## src/rtl/alu_pkg.sv

```systemverilog
// -----------------------------------------------------------------------------
// alu_pkg
// Shared definitions for the ALU issue/capture sequencer and its users.
//   state_t    : sequencer FSM states (IDLE -> EXEC -> DONE -> IDLE)
//   MODE_*     : ALU mode encodings (arithmetic / logic)
//   SEL_*      : ALU function-select codes for the operations used by software
// -----------------------------------------------------------------------------
package alu_pkg;

    typedef enum logic [1:0] {
        IDLE = 2'd0,
        EXEC = 2'd1,
        DONE = 2'd2
    } state_t;

    localparam logic MODE_ARITH = 1'b0;
    localparam logic MODE_LOGIC = 1'b1;

    // SEL_SUB and SEL_XOR share an encoding; mode decides which one runs.
    localparam logic [3:0] SEL_ADD = 4'b1001;  // arithmetic mode
    localparam logic [3:0] SEL_SUB = 4'b0110;  // arithmetic mode
    localparam logic [3:0] SEL_XOR = 4'b0110;  // logic mode

endpackage : alu_pkg

```

## src/rtl/alu_seq_if.sv

```systemverilog
// -----------------------------------------------------------------------------
// alu_seq_if
// Command and result handshakes of the ALU sequencer.
//   cmd_* : command channel (valid/ready), operands and function controls
//   res_* : result channel (valid/ready), captured result and status
//   res_zero exists only when ALU_SEQ_ZERO_FLAG_EN is defined.
// Modports:
//   master : command producer / result consumer
//   slave  : the sequencer
// -----------------------------------------------------------------------------
interface alu_seq_if #(
    parameter int WIDTH = 16
);
    logic             cmd_valid;
    logic             cmd_ready;
    logic [WIDTH-1:0] cmd_a;
    logic [WIDTH-1:0] cmd_b;
    logic [3:0]       cmd_select;
    logic             cmd_mode;
    logic             cmd_carry_in;
    logic             cmd_use_carry;

    logic             res_valid;
    logic             res_ready;
    logic [WIDTH-1:0] res_data;
    logic             res_carry;
    logic             res_compare;
`ifdef ALU_SEQ_ZERO_FLAG_EN
    logic             res_zero;
`endif

    modport master (
`ifdef ALU_SEQ_ZERO_FLAG_EN
        input  res_zero,
`endif
        output cmd_valid, cmd_a, cmd_b, cmd_select, cmd_mode,
               cmd_carry_in, cmd_use_carry, res_ready,
        input  cmd_ready, res_valid, res_data, res_carry, res_compare
    );

    modport slave (
`ifdef ALU_SEQ_ZERO_FLAG_EN
        output res_zero,
`endif
        input  cmd_valid, cmd_a, cmd_b, cmd_select, cmd_mode,
               cmd_carry_in, cmd_use_carry, res_ready,
        output cmd_ready, res_valid, res_data, res_carry, res_compare
    );

endinterface : alu_seq_if

```

## src/rtl/alu_seq.sv

```systemverilog
// -----------------------------------------------------------------------------
// alu_seq
// Issue/capture sequencer for the combinational 16-bit ALU. A command is
// registered onto the ALU inputs, the ALU outputs are captured one cycle
// later, and the result is held until the consumer takes it. A stored carry
// flag lets consecutive arithmetic commands chain for multi-word math.
//
// Optional feature: define ALU_SEQ_ZERO_FLAG_EN to add bus.res_zero
// (captured alu_result == 0).
//
// Ports:
//   clk           rising-edge clock
//   rst           synchronous, active-high reset
//   bus           alu_seq_if.slave: cmd_* in, res_* out (valid/ready)
//   flag_clr      clear the stored carry flag at the next edge
//   alu_a/b       operands to the ALU
//   alu_select    ALU function select
//   alu_mode      ALU mode (0 arithmetic, 1 logic)
//   alu_carry_in  ALU carry-in
//   alu_result    ALU result
//   alu_carry_out ALU carry-out
//   alu_compare   ALU compare output
//   carry_flag    stored carry flag
// -----------------------------------------------------------------------------
module alu_seq
    import alu_pkg::*;
#(
    parameter int WIDTH = 16
) (
    input  logic             clk,
    input  logic             rst,
    alu_seq_if.slave         bus,
    input  logic             flag_clr,
    output logic [WIDTH-1:0] alu_a,
    output logic [WIDTH-1:0] alu_b,
    output logic [3:0]       alu_select,
    output logic             alu_mode,
    output logic             alu_carry_in,
    input  logic [WIDTH-1:0] alu_result,
    input  logic             alu_carry_out,
    input  logic             alu_compare,
    output logic             carry_flag
);

    state_t state;

    // NOTE: every register here is ordinary state (no memory arrays), so all of
    // them are reset; non-blocking assignments keep each edge's reads seeing the
    // pre-edge values, which is what makes the flag_clr / use_carry case work.
    always_ff @(posedge clk) begin
        if (rst) begin
            state           <= IDLE;
            bus.cmd_ready   <= 1'b1;
            alu_a           <= '0;
            alu_b           <= '0;
            alu_select      <= '0;
            alu_mode        <= 1'b0;
            alu_carry_in    <= 1'b0;
            bus.res_valid   <= 1'b0;
            bus.res_data    <= '0;
            bus.res_carry   <= 1'b0;
            bus.res_compare <= 1'b0;
`ifdef ALU_SEQ_ZERO_FLAG_EN
            bus.res_zero    <= 1'b0;
`endif
            carry_flag      <= 1'b0;
        end else begin
            case (state)
                IDLE: begin
                    if (bus.cmd_valid) begin
                        alu_a        <= bus.cmd_a;
                        alu_b        <= bus.cmd_b;
                        alu_select   <= bus.cmd_select;
                        alu_mode     <= bus.cmd_mode;
                        // Flag read here is the pre-edge value, so a flag_clr in
                        // this same cycle does not affect this command.
                        alu_carry_in <= bus.cmd_use_carry ? carry_flag
                                                          : bus.cmd_carry_in;
                        bus.cmd_ready <= 1'b0;
                        state         <= EXEC;
                    end
                end

                EXEC: begin
                    // ALU is combinational: its outputs already reflect alu_*.
                    bus.res_data    <= alu_result;
                    bus.res_carry   <= (alu_mode == MODE_ARITH) && alu_carry_out;
                    bus.res_compare <= alu_compare;
`ifdef ALU_SEQ_ZERO_FLAG_EN
                    bus.res_zero    <= (alu_result == '0);
`endif
                    bus.res_valid   <= 1'b1;
                    if (alu_mode == MODE_ARITH) begin
                        carry_flag <= alu_carry_out;
                    end
                    state <= DONE;
                end

                DONE: begin
                    if (bus.res_ready) begin
                        bus.res_valid <= 1'b0;
                        bus.cmd_ready <= 1'b1;
                        state         <= IDLE;
                    end
                end

                default: begin
                    state         <= IDLE;
                    bus.cmd_ready <= 1'b1;
                    bus.res_valid <= 1'b0;
                end
            endcase

            // Placed after the FSM so the clear overrides an EXEC update.
            if (flag_clr) begin
                carry_flag <= 1'b0;
            end
        end
    end

endmodule : alu_seq

```

## src/flat_wrapper.sv

```systemverilog
// flat-port wrapper written by rule: the top's interface ports become plain ports
module alu_seq_flat import alu_pkg::*;
#(
    parameter int WIDTH = 16
)
  (clk, rst, flag_clr, alu_a, alu_b, alu_select, alu_mode, alu_carry_in, alu_result, alu_carry_out, alu_compare, carry_flag, bus_cmd_valid, bus_cmd_a, bus_cmd_b, bus_cmd_select, bus_cmd_mode, bus_cmd_carry_in, bus_cmd_use_carry, bus_res_ready, bus_cmd_ready, bus_res_valid, bus_res_data, bus_res_carry, bus_res_compare);
  alu_seq_if #(.WIDTH(WIDTH)) bus_i ();
  input  logic clk;
  input  logic rst;
  input  logic flag_clr;
  output logic [WIDTH-1:0] alu_a;
  output logic [WIDTH-1:0] alu_b;
  output logic [3:0] alu_select;
  output logic alu_mode;
  output logic alu_carry_in;
  input  logic [WIDTH-1:0] alu_result;
  input  logic alu_carry_out;
  input  logic alu_compare;
  output logic carry_flag;
  input wire logic [$bits(bus_i.cmd_valid)-1:0] bus_cmd_valid;
  input wire logic [$bits(bus_i.cmd_a)-1:0] bus_cmd_a;
  input wire logic [$bits(bus_i.cmd_b)-1:0] bus_cmd_b;
  input wire logic [$bits(bus_i.cmd_select)-1:0] bus_cmd_select;
  input wire logic [$bits(bus_i.cmd_mode)-1:0] bus_cmd_mode;
  input wire logic [$bits(bus_i.cmd_carry_in)-1:0] bus_cmd_carry_in;
  input wire logic [$bits(bus_i.cmd_use_carry)-1:0] bus_cmd_use_carry;
  input wire logic [$bits(bus_i.res_ready)-1:0] bus_res_ready;
  output wire logic [$bits(bus_i.cmd_ready)-1:0] bus_cmd_ready;
  output wire logic [$bits(bus_i.res_valid)-1:0] bus_res_valid;
  output wire logic [$bits(bus_i.res_data)-1:0] bus_res_data;
  output wire logic [$bits(bus_i.res_carry)-1:0] bus_res_carry;
  output wire logic [$bits(bus_i.res_compare)-1:0] bus_res_compare;
  assign bus_i.cmd_valid = bus_cmd_valid;
  assign bus_i.cmd_a = bus_cmd_a;
  assign bus_i.cmd_b = bus_cmd_b;
  assign bus_i.cmd_select = bus_cmd_select;
  assign bus_i.cmd_mode = bus_cmd_mode;
  assign bus_i.cmd_carry_in = bus_cmd_carry_in;
  assign bus_i.cmd_use_carry = bus_cmd_use_carry;
  assign bus_i.res_ready = bus_res_ready;
  assign bus_cmd_ready = bus_i.cmd_ready;
  assign bus_res_valid = bus_i.res_valid;
  assign bus_res_data = bus_i.res_data;
  assign bus_res_carry = bus_i.res_carry;
  assign bus_res_compare = bus_i.res_compare;
  alu_seq #(.WIDTH(WIDTH)) u_core (.clk(clk), .rst(rst), .bus(bus_i), .flag_clr(flag_clr), .alu_a(alu_a), .alu_b(alu_b), .alu_select(alu_select), .alu_mode(alu_mode), .alu_carry_in(alu_carry_in), .alu_result(alu_result), .alu_carry_out(alu_carry_out), .alu_compare(alu_compare), .carry_flag(carry_flag));
endmodule
```

## config.mk

```make
export PLATFORM = sky130hd
export DESIGN_NAME = alu_seq_flat
export DESIGN_NICKNAME = d
export VERILOG_FILES = /design/src/rtl/alu_pkg.sv /design/src/rtl/alu_seq_if.sv /design/src/rtl/alu_seq.sv /design/src/flat_wrapper.sv
export SDC_FILE = /design/constraint.sdc
export NUM_CORES = 1
export LEC_CHECK = 0
export CORE_UTILIZATION = 39
export DETAILED_ROUTE_END_ITERATION = 8
export DONT_BUFFER_PORTS = 1
export SLEW_MARGIN = 30
export SYNTH_ARGS = -nofsm -noshare
export SYNTH_HDL_FRONTEND = slang
export SYNTH_SLANG_ARGS = --single-unit
```

## constraint.sdc

```tcl
create_clock -name clk -period 1.25 [get_ports clk]
set_input_delay 0.25 -clock clk [delete_from_list [all_inputs] [get_ports clk]]
set_output_delay 0.25 -clock clk [all_outputs]
set_load 0.02 [all_outputs]
```

==> results.sh <==
export IMPL_die_height_microns=76
export IMPL_dr_first_iter_drc_count=72
export IMPL_hold_slack_ns=-0.0153
export IMPL_nets=341
export IMPL_finalSetupViolations=0
export IMPL_synth_seq_cells=61
export IMPL_crit_path_max_incr_delay_ns=0.33
export IMPL_max_transition_margin=0.803
export IMPL_clk_transition_reported_paths_ns=0.06
export IMPL_max_vdd_ir_drop_mv=0.790
export IMPL_final_max_slew_viol_count=0
export IMPL_max_freq_mhz=817
export IMPL_wire_length_per_cell_after_detailed_routing_microns=14.1
export IMPL_end_kind="flop"
export IMPL_critPathSlowestCell="sky130_fd_sc_hd__dfxtp_2"
export IMPL_whs_endpoint="u_core.alu_b[15]"
export IMPL_synth_cell_area_sq_um=2140
export IMPL_period_minus_slack_ns=1.22
export IMPL_initial_utilization=0.410
export IMPL_path_common_cell="sky130_fd_sc_hd__buf_4"
export IMPL_grtUsageTotal=0.171
export IMPL_post_route_period_util=0.980
export IMPL_finalCoreUtilization=0.496
export IMPL_report_final_hold_viol_count=13
export IMPL_antenna_left=0
export IMPL_cts_root_buffer="sky130_fd_sc_hd__clkbuf_8"
export IMPL_cts_bufs_inserted=9
export IMPL_first_pass_grt_wire_length_mm=7.60
export IMPL_regToRegEndpoint="u_core.alu_b[12]"
export IMPL_fp_coreArea_sq_um=5200
export IMPL_register_area_sq_um=1220
export IMPL_first_global_vias=1695
export IMPL_run_status="complete, but fails checks"
export IMPL_max_cap_violations=0
export IMPL_total_leakage_power_uw=0.000990
export IMPL_yosys_area_top_type="sky130_fd_sc_hd__dfxtp_1"
export IMPL_num_antenna_cells=0
export IMPL_syn_inst=266
export IMPL_detail_route_drc_violations=0
export IMPL_tritoncts="yes"
export IMPL_routedLengthMet1_mm=2.05
export IMPL_synth_top_cells_by_area="sky130_fd_sc_hd__dfxtp_1, sky130_fd_sc_hd__nand2_1, sky130_fd_sc_hd__a21oi_1, sky130_fd_sc_hd__buf_2, sky130_fd_sc_hd__clkbuf_1"
export IMPL_dp_worst_setup_slack_ns=0.0149
export IMPL_fill_cells=528
export IMPL_area_delta_synth_final_pct=21.0
export IMPL_io_pin_count=121
export IMPL_critical_path_max_fanout=7
export IMPL_ys_warnings_count=0
export IMPL_setup_repair_after_global_routing_missed_its_margin="yes"
export IMPL_timing_critical_path_cells="buf_4, nor3b_4, buf_4, buf_4, nand2_1, a21oi_1"
export IMPL_multiInputGateArea_sq_um=825
export IMPL_h_tree_depth=3
export IMPL_r2r_start="u_core.state[0]"
export IMPL_hold_class="in -> reg"
export IMPL_total_routed_wirelength_mm=4.98
export IMPL_clock_sinks=61
export IMPL_ff2ff_path_depth=6
export IMPL_ys_seq_area_frac=0.572
export IMPL_grt_antenna_before_repair=0
export IMPL_synth_nets=328
export IMPL_grt_start_max_net_pins=63
export IMPL_detailedRoute_firstPassIterationCount=4
export IMPL_hold_depth=1
export IMPL_timing_critical_path_required_ns=1.50
export IMPL_worstSetupPathType="reg -> reg"
export IMPL_detailed_place_hpwl_mm=3.26
export IMPL_clk_insertion_delay_late_ns=0.33
export IMPL_failed_checks="negative hold slack"
export IMPL_post_cts_hold_buffer_count=1
export IMPL_post_synth_top_area_fraction=0.572
export IMPL_p_per_area_nw_per_um2=1780
export IMPL_hold_path_startpoint="rst"
export IMPL_cts_root_to_sink_buffers=2
export IMPL_die_area_sq_um=5780
export IMPL_dr_total_vias=1755
export IMPL_port_buffers=0
export IMPL_crit_family="buffers and inverters"
export IMPL_synthesis_area_per_instance_sq_um=8.03
export IMPL_path_depth=6
export IMPL_yosysUniqueCellTypes=19
export IMPL_met3RoutedLength_microns=485
export IMPL_place_congestion=0.663
export IMPL_rrSetupSlack_ns=0.03
export IMPL_avgViaCountPerCell=4.96
export IMPL_timing_worst_slew_pin_value_ns=0.295
export IMPL_cp_num_buf_inv=3
export IMPL_post_route_cells_drive_above_1_share=0.141
export IMPL_critical_path_arrival_ns=1.48
export IMPL_worstSetupStartpointType="flop"
export IMPL_placementRows=26
export IMPL_fin_ws_ns=0.0253
export IMPL_grt_ovfl_total=0
export IMPL_dieWidth_microns=76
export IMPL_layout_commonest_cell="sky130_fd_sc_hd__nand2_1"
export IMPL_top_layer="met4"
export IMPL_finalClockSkew_ns=0.00578
export IMPL_met2WireLength_mm=2.41
export IMPL_final_cell_mix="sky130_fd_sc_hd__nand2_1, sky130_fd_sc_hd__dfxtp_1, sky130_fd_sc_hd__a21oi_1"
==> registers in the layout (all words and copies together), names as in the netlist <==
register	count
u_core.bus.res_compare	1
u_core.bus.res_carry	1
u_core.alu_b	16
u_core.bus.cmd_ready	1
u_core.alu_carry_in	1
u_core.carry_flag	1
u_core.bus.res_valid	1
u_core.bus.res_data	16
u_core.alu_select	4
u_core.alu_a	16
u_core.alu_mode	1
u_core.state	2
==> routing by layer <==
| metal | global-route usage | vias to the layer above |
|---|---|---|
| met5 | 0 | - |
| met4 | 0.0865 | 0 |
| met3 | 0.0910 | 4 |
| met2 | 0.286 | 75 |
| met1 | 0.173 | 793 |
| li1 | - | 883 |
==> kinds of logic (layout without fill, tap and decap cells) <==
group	Yosys count	after routing	synth area share
buffers and inverters	20	38	0.0486
AND/OR/NAND/NOR	123	123	0.229
flip-flops	61	61	0.572
multiplexers	1	1	0.00469
AO/OA/AOI/OAI	61	61	0.146
==> worst max-delay path by stage <==
stage	from	to	slack, ns
finish	u_core.state[0]	u_core.alu_b[12]	0.03
global route	u_core.state[0]	u_core.alu_b[6]	-0.04
CTS	u_core.state[0]	u_core.alu_carry_in	-0.005
detailed placement	u_core.state[0]	u_core.alu_carry_in	0.01
global placement	u_core.state[0]	u_core.alu_carry_in	0.05
floorplan	u_core.state[0]	u_core.alu_mode	0.004
==> power breakdown <==
| group | internal, uW | total, uW | switching (uW) |
|---|---|---|---|
| Combinational | 175 | 365 | 190 |
| Sequential | 2070 | 2280 | 218 |
| Clock | 1230 | 1940 | 717 |
| Total | 3470 | 4590 | 1130 |
==> area by class of cell <==
cell class | instances | area share
clock buffer | 12 | 0.0600
clock inverter | 4 | 0.0271
inverter | 1 | 0.00145
multi-input combinational | 185 | 0.319
sequential | 61 | 0.474
tap | 70 | 0.0339
timing repair buffer | 21 | 0.0847
==> synthesized netlist by cell type (all sizes together) <==
cell and count:
nor2b 2, clkbuf 8, mux2i 1, nand2b 1, buf 11, nor3b 1
inv 1, nand3b 1, o22ai 1, o21ai 1, dfxtp 61, or3b 1
nor2 6, a211oi 2, a21oi 57, nor3 2, nand2 109
==> metrics by stage <==
| stage | power [uW] | TNS [ns] | hold slack (ns) | std cells | instance area, sq um |
|---|---|---|---|---|---|
| 2_1_floorplan | 2570 | 0 | 0.328 | 266 | 2140 |
| 3_3_place_gp | 2630 | 0 | 0.323 | 330 | 2250 |
| 3_5_place_dp | 2640 | 0 | 0.325 | 330 | 2250 |
| 4_1_cts | 4610 | -0.00479 | -0.0366 | 347 | 2490 |
| 5_1_grt | 4790 | -0.422 | -0.0446 | 354 | 2580 |
| 6_report | 4590 | 0 | -0.0153 | 354 | 2580 |
==> repair_timing <==
action / CTS / global route
pin swaps: 0 / 2
resized for setup: 0 / 17
hold endpoints to repair: 60 / 60
cloned: 0 / 2
buffers inserted: 0 / 5
setup endpoints to repair: 1 / 49
No activity file was read; power rests on OpenSTA's default activity.
